### config.mk
export PLATFORM = sky130hd
export DESIGN_NAME = tlb_refill_ctrl_flat
export DESIGN_NICKNAME = d
export VERILOG_FILES = /design/src/rtl/tlb_pkg.sv /design/src/rtl/tlb_refill_ctrl_if.sv /design/src/rtl/tlb_refill_ctrl.sv /design/src/flat_wrapper.sv
export SDC_FILE = /design/constraint.sdc
export NUM_CORES = 1
export LEC_CHECK = 0
export CAP_MARGIN = 30
export CORE_UTILIZATION = 43
export CTS_BUF_LIST = sky130_fd_sc_hd__clkbuf_4 sky130_fd_sc_hd__clkbuf_8
export DETAILED_ROUTE_END_ITERATION = 16
export GPL_ROUTABILITY_DRIVEN = 0
export PLACE_DENSITY_LB_ADDON = 0.3
export SKIP_CTS_REPAIR_TIMING = 1
export SLEW_MARGIN = 0
export SYNTH_ARGS = -nofsm -noshare
export SYNTH_HDL_FRONTEND = slang
export SYNTH_SLANG_ARGS = --single-unit
export TNS_END_PERCENT = 20
### constraint.sdc
create_clock -name clk_i -period 2.8 [get_ports clk_i]
set_input_delay 0.28 -clock clk_i [delete_from_list [all_inputs] [get_ports clk_i]]
set_output_delay 0.28 -clock clk_i [all_outputs]
set_load 0.1 [all_outputs]
### src/rtl/tlb_pkg.sv
// Shared TLB types: refill FSM state encoding, walker request/response records, counter helper.
// Latency: n/a (types and pure functions only).
// Backpressure: n/a.
// Contents: TLB_VPN_W / TLB_PTE_W default widths, state_e, ptw_req_t, ptw_resp_t, sat_inc().
package tlb_pkg;

   // Walker record widths; instances of the refill controller use these as their defaults.
   localparam int unsigned TLB_VPN_W = 27;
   localparam int unsigned TLB_PTE_W = 64;

   typedef enum logic [2:0] {
      ST_IDLE  = 3'd0,
      ST_REQ   = 3'd1,
      ST_WAIT  = 3'd2,
      ST_FILL  = 3'd3,
      ST_DRAIN = 3'd4
   } state_e;

   // Walker request: the page being refilled.
   typedef struct packed {
      logic [TLB_VPN_W-1:0] vpn;
   } ptw_req_t;

   // Walker response: fault flag plus the page table entry.
   typedef struct packed {
      logic                 error;
      logic [TLB_PTE_W-1:0] pte;
   } ptw_resp_t;

   // Saturating 32-bit increment for event counters.
   function automatic logic [31:0] sat_inc(input logic [31:0] v);
      return (v == 32'hFFFF_FFFF) ? v : v + 32'd1;
   endfunction

endpackage

### src/rtl/tlb_refill_ctrl_if.sv
// Bundle of every handshake/data signal between the refill controller, TLB CAM, PLRU tree and walker.
// Latency: n/a (wires only).
// Backpressure: lookup uses valid/ready, walker request uses valid/ready, walker response is always accepted.
// Modports: master = refill controller, slave = surrounding TLB (CAM, PLRU, walker, entry array).
interface tlb_refill_ctrl_if
   import tlb_pkg::*;
#(
   parameter int unsigned ENTRIES = 8,
   parameter int unsigned VPN_W   = TLB_VPN_W,
   parameter int unsigned PTE_W   = TLB_PTE_W
) ();

   localparam int unsigned IW = $clog2(ENTRIES);

   // lookup from the CAM
   logic             lookup_valid_i;
   logic             lookup_ready_o;
   logic             lookup_hit_i;
   logic [IW-1:0]    lookup_hit_idx_i;
   logic [VPN_W-1:0] lookup_vpn_i;

   // walker request / response
   logic             ptw_req_valid_o;
   logic             ptw_req_ready_i;
   logic [VPN_W-1:0] ptw_req_vpn_o;
   logic             ptw_resp_valid_i;
   logic             ptw_resp_error_i;
   logic [PTE_W-1:0] ptw_resp_pte_i;

   // replacement tree
   logic             plru_access_hit_o;
   logic [IW-1:0]    plru_access_idx_o;
   logic [IW-1:0]    plru_replacement_idx_i;

   // entry write
   logic             fill_valid_o;
   logic [IW-1:0]    fill_idx_o;
   logic [VPN_W-1:0] fill_vpn_o;
   logic [PTE_W-1:0] fill_pte_o;

   // control / status
   logic             flush_i;
   logic             busy_o;
   logic             miss_error_o;

   modport master (
      input  lookup_valid_i, lookup_hit_i, lookup_hit_idx_i, lookup_vpn_i,
      output lookup_ready_o,
      output ptw_req_valid_o, ptw_req_vpn_o,
      input  ptw_req_ready_i,
      input  ptw_resp_valid_i, ptw_resp_error_i, ptw_resp_pte_i,
      output plru_access_hit_o, plru_access_idx_o,
      input  plru_replacement_idx_i,
      output fill_valid_o, fill_idx_o, fill_vpn_o, fill_pte_o,
      input  flush_i,
      output busy_o, miss_error_o
   );

   modport slave (
      output lookup_valid_i, lookup_hit_i, lookup_hit_idx_i, lookup_vpn_i,
      input  lookup_ready_o,
      input  ptw_req_valid_o, ptw_req_vpn_o,
      output ptw_req_ready_i,
      output ptw_resp_valid_i, ptw_resp_error_i, ptw_resp_pte_i,
      input  plru_access_hit_o, plru_access_idx_o,
      output plru_replacement_idx_i,
      input  fill_valid_o, fill_idx_o, fill_vpn_o, fill_pte_o,
      output flush_i,
      input  busy_o, miss_error_o
   );

endinterface

### src/rtl/tlb_refill_ctrl.sv
// TLB miss refill controller: reports hits to the PLRU tree, walks misses through the PTW and writes the victim entry.
// Latency: hit update same cycle; miss acceptance to fill_valid_o = 1 + req-handshake wait + resp wait + 1 (min 3 cycles).
// Backpressure: lookups accepted only in IDLE without flush; walker request held until ptw_req_ready_i; responses never stalled.
// Ports: clk_i, rstn_i (async active-low), bus (tlb_refill_ctrl_if.master: lookup, ptw req/resp, plru, fill, flush/busy/error).
// Optional: define TLB_REFILL_PERF_EN to add saturating 32-bit miss_count_o / hit_count_o.
// Walker record structs are sized by tlb_pkg widths; VPN_W / PTE_W are expected to match them.
module tlb_refill_ctrl
   import tlb_pkg::*;
#(
   parameter int unsigned ENTRIES = 8,
   parameter int unsigned VPN_W   = TLB_VPN_W,
   parameter int unsigned PTE_W   = TLB_PTE_W
) (
   input  logic              clk_i,
   input  logic              rstn_i,
   tlb_refill_ctrl_if.master bus
`ifdef TLB_REFILL_PERF_EN
   ,
   output logic [31:0]       miss_count_o,
   output logic [31:0]       hit_count_o
`endif
);

   localparam int unsigned IW = $clog2(ENTRIES);

   state_e        state_q, state_d;
   ptw_req_t      req_q;        // page under refill; also drives the walker request
   logic [TLB_PTE_W-1:0] pte_q;
   logic [IW-1:0] victim_q;     // snapshot of the PLRU victim at miss time
   logic          miss_error_q;

   ptw_resp_t     resp;
   logic          lookup_acc;
   logic          hit_accept;
   logic          miss_accept;
   logic          resp_ok;
   logic          resp_err;

   assign resp = '{error: bus.ptw_resp_error_i, pte: TLB_PTE_W'(bus.ptw_resp_pte_i)};

   // A flush blocks lookup acceptance in the same cycle it is seen.
   assign lookup_acc  = (state_q == ST_IDLE) && !bus.flush_i && bus.lookup_valid_i;
   assign hit_accept  = lookup_acc &&  bus.lookup_hit_i;
   assign miss_accept = lookup_acc && !bus.lookup_hit_i;

   // Responses only count in WAIT without a concurrent flush; flush wins over a fault too.
   assign resp_ok  = (state_q == ST_WAIT) && !bus.flush_i && bus.ptw_resp_valid_i && !resp.error;
   assign resp_err = (state_q == ST_WAIT) && !bus.flush_i && bus.ptw_resp_valid_i &&  resp.error;

   // ---------------------------------------------------------------- state register
   always_ff @(posedge clk_i or negedge rstn_i) begin
      if (!rstn_i) begin
         state_q <= ST_IDLE;
      end else begin
         state_q <= state_d;
      end
   end

   // ---------------------------------------------------------------- next state
   always_comb begin
      state_d = state_q;
      unique case (state_q)
         ST_IDLE: begin
            if (miss_accept) state_d = ST_REQ;
         end
         ST_REQ: begin
            // Once the walker has taken the request its response is still owed, so a
            // flush in the handshake cycle must swallow it in DRAIN.
            if (bus.flush_i)              state_d = bus.ptw_req_ready_i ? ST_DRAIN : ST_IDLE;
            else if (bus.ptw_req_ready_i) state_d = ST_WAIT;
         end
         ST_WAIT: begin
            if (bus.flush_i)               state_d = bus.ptw_resp_valid_i ? ST_IDLE : ST_DRAIN;
            else if (bus.ptw_resp_valid_i) state_d = resp.error ? ST_IDLE : ST_FILL;
         end
         ST_FILL: begin
            state_d = ST_IDLE;
         end
         ST_DRAIN: begin
            if (bus.ptw_resp_valid_i) state_d = ST_IDLE;
         end
         default: begin
            state_d = ST_IDLE;
         end
      endcase
   end

   // ---------------------------------------------------------------- outputs
   always_comb begin
      bus.lookup_ready_o    = (state_q == ST_IDLE) && !bus.flush_i;
      bus.busy_o            = (state_q != ST_IDLE);
      bus.ptw_req_valid_o   = (state_q == ST_REQ);
      bus.ptw_req_vpn_o     = VPN_W'(req_q.vpn);
      bus.fill_valid_o      = 1'b0;
      bus.fill_idx_o        = victim_q;
      bus.fill_vpn_o        = VPN_W'(req_q.vpn);
      bus.fill_pte_o        = PTE_W'(pte_q);
      bus.plru_access_hit_o = 1'b0;
      bus.plru_access_idx_o = '0;
      bus.miss_error_o      = miss_error_q;

      if (hit_accept) begin
         bus.plru_access_hit_o = 1'b1;
         bus.plru_access_idx_o = bus.lookup_hit_idx_i;
      end

      // The freshly written entry becomes most-recently-used.
      if ((state_q == ST_FILL) && !bus.flush_i) begin
         bus.fill_valid_o      = 1'b1;
         bus.plru_access_hit_o = 1'b1;
         bus.plru_access_idx_o = victim_q;
      end
   end

   // ---------------------------------------------------------------- refill context
   always_ff @(posedge clk_i or negedge rstn_i) begin
      if (!rstn_i) begin
         req_q        <= '0;
         pte_q        <= '0;
         victim_q     <= '0;
         miss_error_q <= 1'b0;
      end else begin
         if (miss_accept) begin
            req_q.vpn <= TLB_VPN_W'(bus.lookup_vpn_i);
            victim_q  <= bus.plru_replacement_idx_i;
         end
         if (resp_ok) begin
            pte_q <= resp.pte;
         end
         miss_error_q <= resp_err;
      end
   end

`ifdef TLB_REFILL_PERF_EN
   // ---------------------------------------------------------------- event counters
   logic [31:0] miss_cnt_q;
   logic [31:0] hit_cnt_q;

   always_ff @(posedge clk_i or negedge rstn_i) begin
      if (!rstn_i) begin
         miss_cnt_q <= '0;
         hit_cnt_q  <= '0;
      end else begin
         if (miss_accept) miss_cnt_q <= sat_inc(miss_cnt_q);
         if (hit_accept)  hit_cnt_q  <= sat_inc(hit_cnt_q);
      end
   end

   assign miss_count_o = miss_cnt_q;
   assign hit_count_o  = hit_cnt_q;
`endif

endmodule

### src/flat_wrapper.sv
// flat-port wrapper written by rule: the top's interface ports become plain ports
module tlb_refill_ctrl_flat import tlb_pkg::*;
#(
   parameter int unsigned ENTRIES = 8,
   parameter int unsigned VPN_W   = TLB_VPN_W,
   parameter int unsigned PTE_W   = TLB_PTE_W
)
  (clk_i, rstn_i, bus_lookup_valid_i, bus_lookup_hit_i, bus_lookup_hit_idx_i, bus_lookup_vpn_i, bus_lookup_ready_o, bus_ptw_req_valid_o, bus_ptw_req_vpn_o, bus_ptw_req_ready_i, bus_ptw_resp_valid_i, bus_ptw_resp_error_i, bus_ptw_resp_pte_i, bus_plru_access_hit_o, bus_plru_access_idx_o, bus_plru_replacement_idx_i, bus_fill_valid_o, bus_fill_idx_o, bus_fill_vpn_o, bus_fill_pte_o, bus_flush_i, bus_busy_o, bus_miss_error_o);
  tlb_refill_ctrl_if #(.ENTRIES(ENTRIES), .VPN_W(VPN_W), .PTE_W(PTE_W)) bus_i ();
  input  logic clk_i;
  input  logic rstn_i;
  input wire logic [$bits(bus_i.lookup_valid_i)-1:0] bus_lookup_valid_i;
  input wire logic [$bits(bus_i.lookup_hit_i)-1:0] bus_lookup_hit_i;
  input wire logic [$bits(bus_i.lookup_hit_idx_i)-1:0] bus_lookup_hit_idx_i;
  input wire logic [$bits(bus_i.lookup_vpn_i)-1:0] bus_lookup_vpn_i;
  output wire logic [$bits(bus_i.lookup_ready_o)-1:0] bus_lookup_ready_o;
  output wire logic [$bits(bus_i.ptw_req_valid_o)-1:0] bus_ptw_req_valid_o;
  output wire logic [$bits(bus_i.ptw_req_vpn_o)-1:0] bus_ptw_req_vpn_o;
  input wire logic [$bits(bus_i.ptw_req_ready_i)-1:0] bus_ptw_req_ready_i;
  input wire logic [$bits(bus_i.ptw_resp_valid_i)-1:0] bus_ptw_resp_valid_i;
  input wire logic [$bits(bus_i.ptw_resp_error_i)-1:0] bus_ptw_resp_error_i;
  input wire logic [$bits(bus_i.ptw_resp_pte_i)-1:0] bus_ptw_resp_pte_i;
  output wire logic [$bits(bus_i.plru_access_hit_o)-1:0] bus_plru_access_hit_o;
  output wire logic [$bits(bus_i.plru_access_idx_o)-1:0] bus_plru_access_idx_o;
  input wire logic [$bits(bus_i.plru_replacement_idx_i)-1:0] bus_plru_replacement_idx_i;
  output wire logic [$bits(bus_i.fill_valid_o)-1:0] bus_fill_valid_o;
  output wire logic [$bits(bus_i.fill_idx_o)-1:0] bus_fill_idx_o;
  output wire logic [$bits(bus_i.fill_vpn_o)-1:0] bus_fill_vpn_o;
  output wire logic [$bits(bus_i.fill_pte_o)-1:0] bus_fill_pte_o;
  input wire logic [$bits(bus_i.flush_i)-1:0] bus_flush_i;
  output wire logic [$bits(bus_i.busy_o)-1:0] bus_busy_o;
  output wire logic [$bits(bus_i.miss_error_o)-1:0] bus_miss_error_o;
  assign bus_i.lookup_valid_i = bus_lookup_valid_i;
  assign bus_i.lookup_hit_i = bus_lookup_hit_i;
  assign bus_i.lookup_hit_idx_i = bus_lookup_hit_idx_i;
  assign bus_i.lookup_vpn_i = bus_lookup_vpn_i;
  assign bus_lookup_ready_o = bus_i.lookup_ready_o;
  assign bus_ptw_req_valid_o = bus_i.ptw_req_valid_o;
  assign bus_ptw_req_vpn_o = bus_i.ptw_req_vpn_o;
  assign bus_i.ptw_req_ready_i = bus_ptw_req_ready_i;
  assign bus_i.ptw_resp_valid_i = bus_ptw_resp_valid_i;
  assign bus_i.ptw_resp_error_i = bus_ptw_resp_error_i;
  assign bus_i.ptw_resp_pte_i = bus_ptw_resp_pte_i;
  assign bus_plru_access_hit_o = bus_i.plru_access_hit_o;
  assign bus_plru_access_idx_o = bus_i.plru_access_idx_o;
  assign bus_i.plru_replacement_idx_i = bus_plru_replacement_idx_i;
  assign bus_fill_valid_o = bus_i.fill_valid_o;
  assign bus_fill_idx_o = bus_i.fill_idx_o;
  assign bus_fill_vpn_o = bus_i.fill_vpn_o;
  assign bus_fill_pte_o = bus_i.fill_pte_o;
  assign bus_i.flush_i = bus_flush_i;
  assign bus_busy_o = bus_i.busy_o;
  assign bus_miss_error_o = bus_i.miss_error_o;
  tlb_refill_ctrl #(.ENTRIES(ENTRIES), .VPN_W(VPN_W), .PTE_W(PTE_W)) u_core (.clk_i(clk_i), .rstn_i(rstn_i), .bus(bus_i));
endmodule
==> impl_metrics.yaml <==
run_status:
  status: "finished clean"
finish:
  nFillCells: 717
  post-route-util_pct: 66.7
  fin_nets: 578
  area_delta_synth_final_pct: 49.8
  antenna_cells: 0
  drive_above_1_share_pct: 52.2
detailed_routing:
  drc: 0
  wl_met3_um: 740
  dr_wl_met2_um: 5030
  dr.pass1.iters: 4
  num_vias: 2863
  route.final.wire_length_um: 9930
  wl_per_cell_um: 16.3
  antenna_left: 0
  vias_per_cell: 4.69
  met1_length_um: 4030
  highest-signal-layer: "met4"
  drtIter0Drc: 74
logic_synthesis:
  synth.avg_cell_area_um2: 16.5
  syn_nets: 368
  synthCells: 263
  yosys_warnings: 0
  ys.flop_type: "dfrtp_1"
  async_flop_share_pct: 100
  ys_top_cells_by_area: "dfrtp_1 56%, mux2_4 27%, buf_4 4.8%"
  yosysTopAreaCellShare_pct: 56.4
  synth_seq_cells: 98
  synth-edff-count: 0
  yosysMostFrequentCell: "dfrtp_1"
  syn_area_um2: 4350
  ys_seq_area_share_pct: 56.4
  yosys.area.top_type: "dfrtp_1"
  netlist_top_cells_count: "98 x dfrtp_1, 78 x mux2_4, 28 x buf_4"
  ys_types: 30
sta:
  setup_viol: 0
  finalCriticalPeriod_ns: 2.23
  drv_slew: 0
  worstMarginPinSlew_ns: 0.622
  fmax_mhz: 448
  rsz0062_at_grt: "false"
  slew_headroom_pct: 58.5
  fin_crit_sh_pct: 79.8
  finalClockSkew_ns: 0.0132
  hold_violations: 0
grt:
  grt_pass1_vias: 2727
  track_usage_pct: 18.3
  grt_max_degree: 55
  grt_pass1_wl_um: 14400
  antenna_found_initial: 0
  grt_remaining_overflow: 0
cts:
  clk_pin_slew_ns: 0.10
  tritoncts: "yes"
  cts_max_level: 3
  cts_buffer_depth: 2
  clockRootBuffer: "clkbuf_8"
  clock_latency_ns: 0.36
  cts.sinks: 98
  cts_buffers: 9
floorplan:
  start_util_pct: 44.5
  io_pins: 235
  die_y_um: 103
  dieArea_um2: 10500
  die_width_um: 103
  rows: 36
  core_um2: 9770
critical_path:
  crit_path_end_kind: "primary output"
  arrival_ns: 1.95
  crit_type: "flop to primary output"
  required_ns: 2.52
  path_max_fanout: 14
  reg2reg_depth: 3
  start_kind: "flop"
  cp-startpoint: "u_core.state_q[1]"
  timing.rr.start: "u_core.state_q[1]"
flow_run:
  drv_cap: 0
worst_hold_path:
  min_path_type: "primary input to async pin"
placed_design:
  port-buffer-count: 234
  post-dp-hpwl_um: 7410
==> layout by cell type, fill, tap and decap left out, drive strengths merged, types with 3 or more instances in the layout <==
cell type | netlist | routed
a21oi | 3 | 3
a22o | 3 | 3
buf | 37 | 134
clkbuf | 2 | 10
clkdlybuf4s50 | 0 | 103
dfrtp | 98 | 98
inv | 1 | 3
mux2 | 94 | 94
nand2 | 3 | 3
nor2 | 3 | 3
==> layer usage <==
layer  global-route usage (%)  up-vias
met5                        0        -
met4                     6.37        0
met1                     22.1     1407
met2                     31.4      137
li1                         -     1307
met3                     5.15       12
==> worst max-delay path, stage by stage, from the launching register on <==
cell	delay (ns)
dfrtp_1	0.55
nor4_4	0.37
and3_1	0.29
a22o_1	0.20
buf_12	0.18
==> cell families after synthesis <==
group	count (synthesis)	share of synthesized area [%]
mux	94	31.1
flops	98	56.4
buf+inv	40	7.28
compound gates	10	1.70
simple gates	21	3.60
==> flip-flops by register name (all words and copies together), names as in the netlist <==
register                 count
u_core.state_q               3
u_core.bus.fill_pte_o       64
u_core.bus.miss_error_o      1
u_core.bus.fill_vpn_o       27
u_core.bus.fill_idx_o        3
==> stage by stage <==
stage	hold WS, ns	instances	worst slack [ns]	area, µm²	TNS, ns
3_3_place_gp	0.308	594	0.494	6310	0
2_1_floorplan	-0.0156	263	-0.253	4360	-0.760
4_1_cts	-0.0964	609	0.540	6510	0
5_1_grt	0.487	610	0.464	6520	0
3_5_place_dp	0.309	594	0.431	6310	0
6_report	0.432	610	0.566	6520	0
==> path summary, 6_finish.rpt <==
path                                             endpoint  slack, ns
worst min-delay path            u_core.bus.fill_pte_o[14]       0.43
max in group asynchronous               u_core.state_q[0]       1.64
min in group clk_i                u_core.bus.miss_error_o       0.49
worst min register to register  u_core.bus.fill_pte_o[42]       0.51
worst max-delay path             bus_plru_access_idx_o[0]       0.57
worst max register to register  u_core.bus.fill_vpn_o[17]       0.75
==> layout make-up <==
class | instances | area [µm²] | area share [%]
Inverter | 1 | 3.75 | 0.0576
Clock inverter | 5 | 61.3 | 0.941
Clock buffer | 10 | 138 | 2.11
Sequential cell | 98 | 2450 | 37.6
Multi-Input combinational cell | 125 | 1590 | 24.3
Timing Repair Buffer | 238 | 2110 | 32.4
Tap cell | 133 | 166 | 2.55
Power is not shown: default switching activity piles up to over one toggle a cycle in this logic, so the estimate is an artifact.
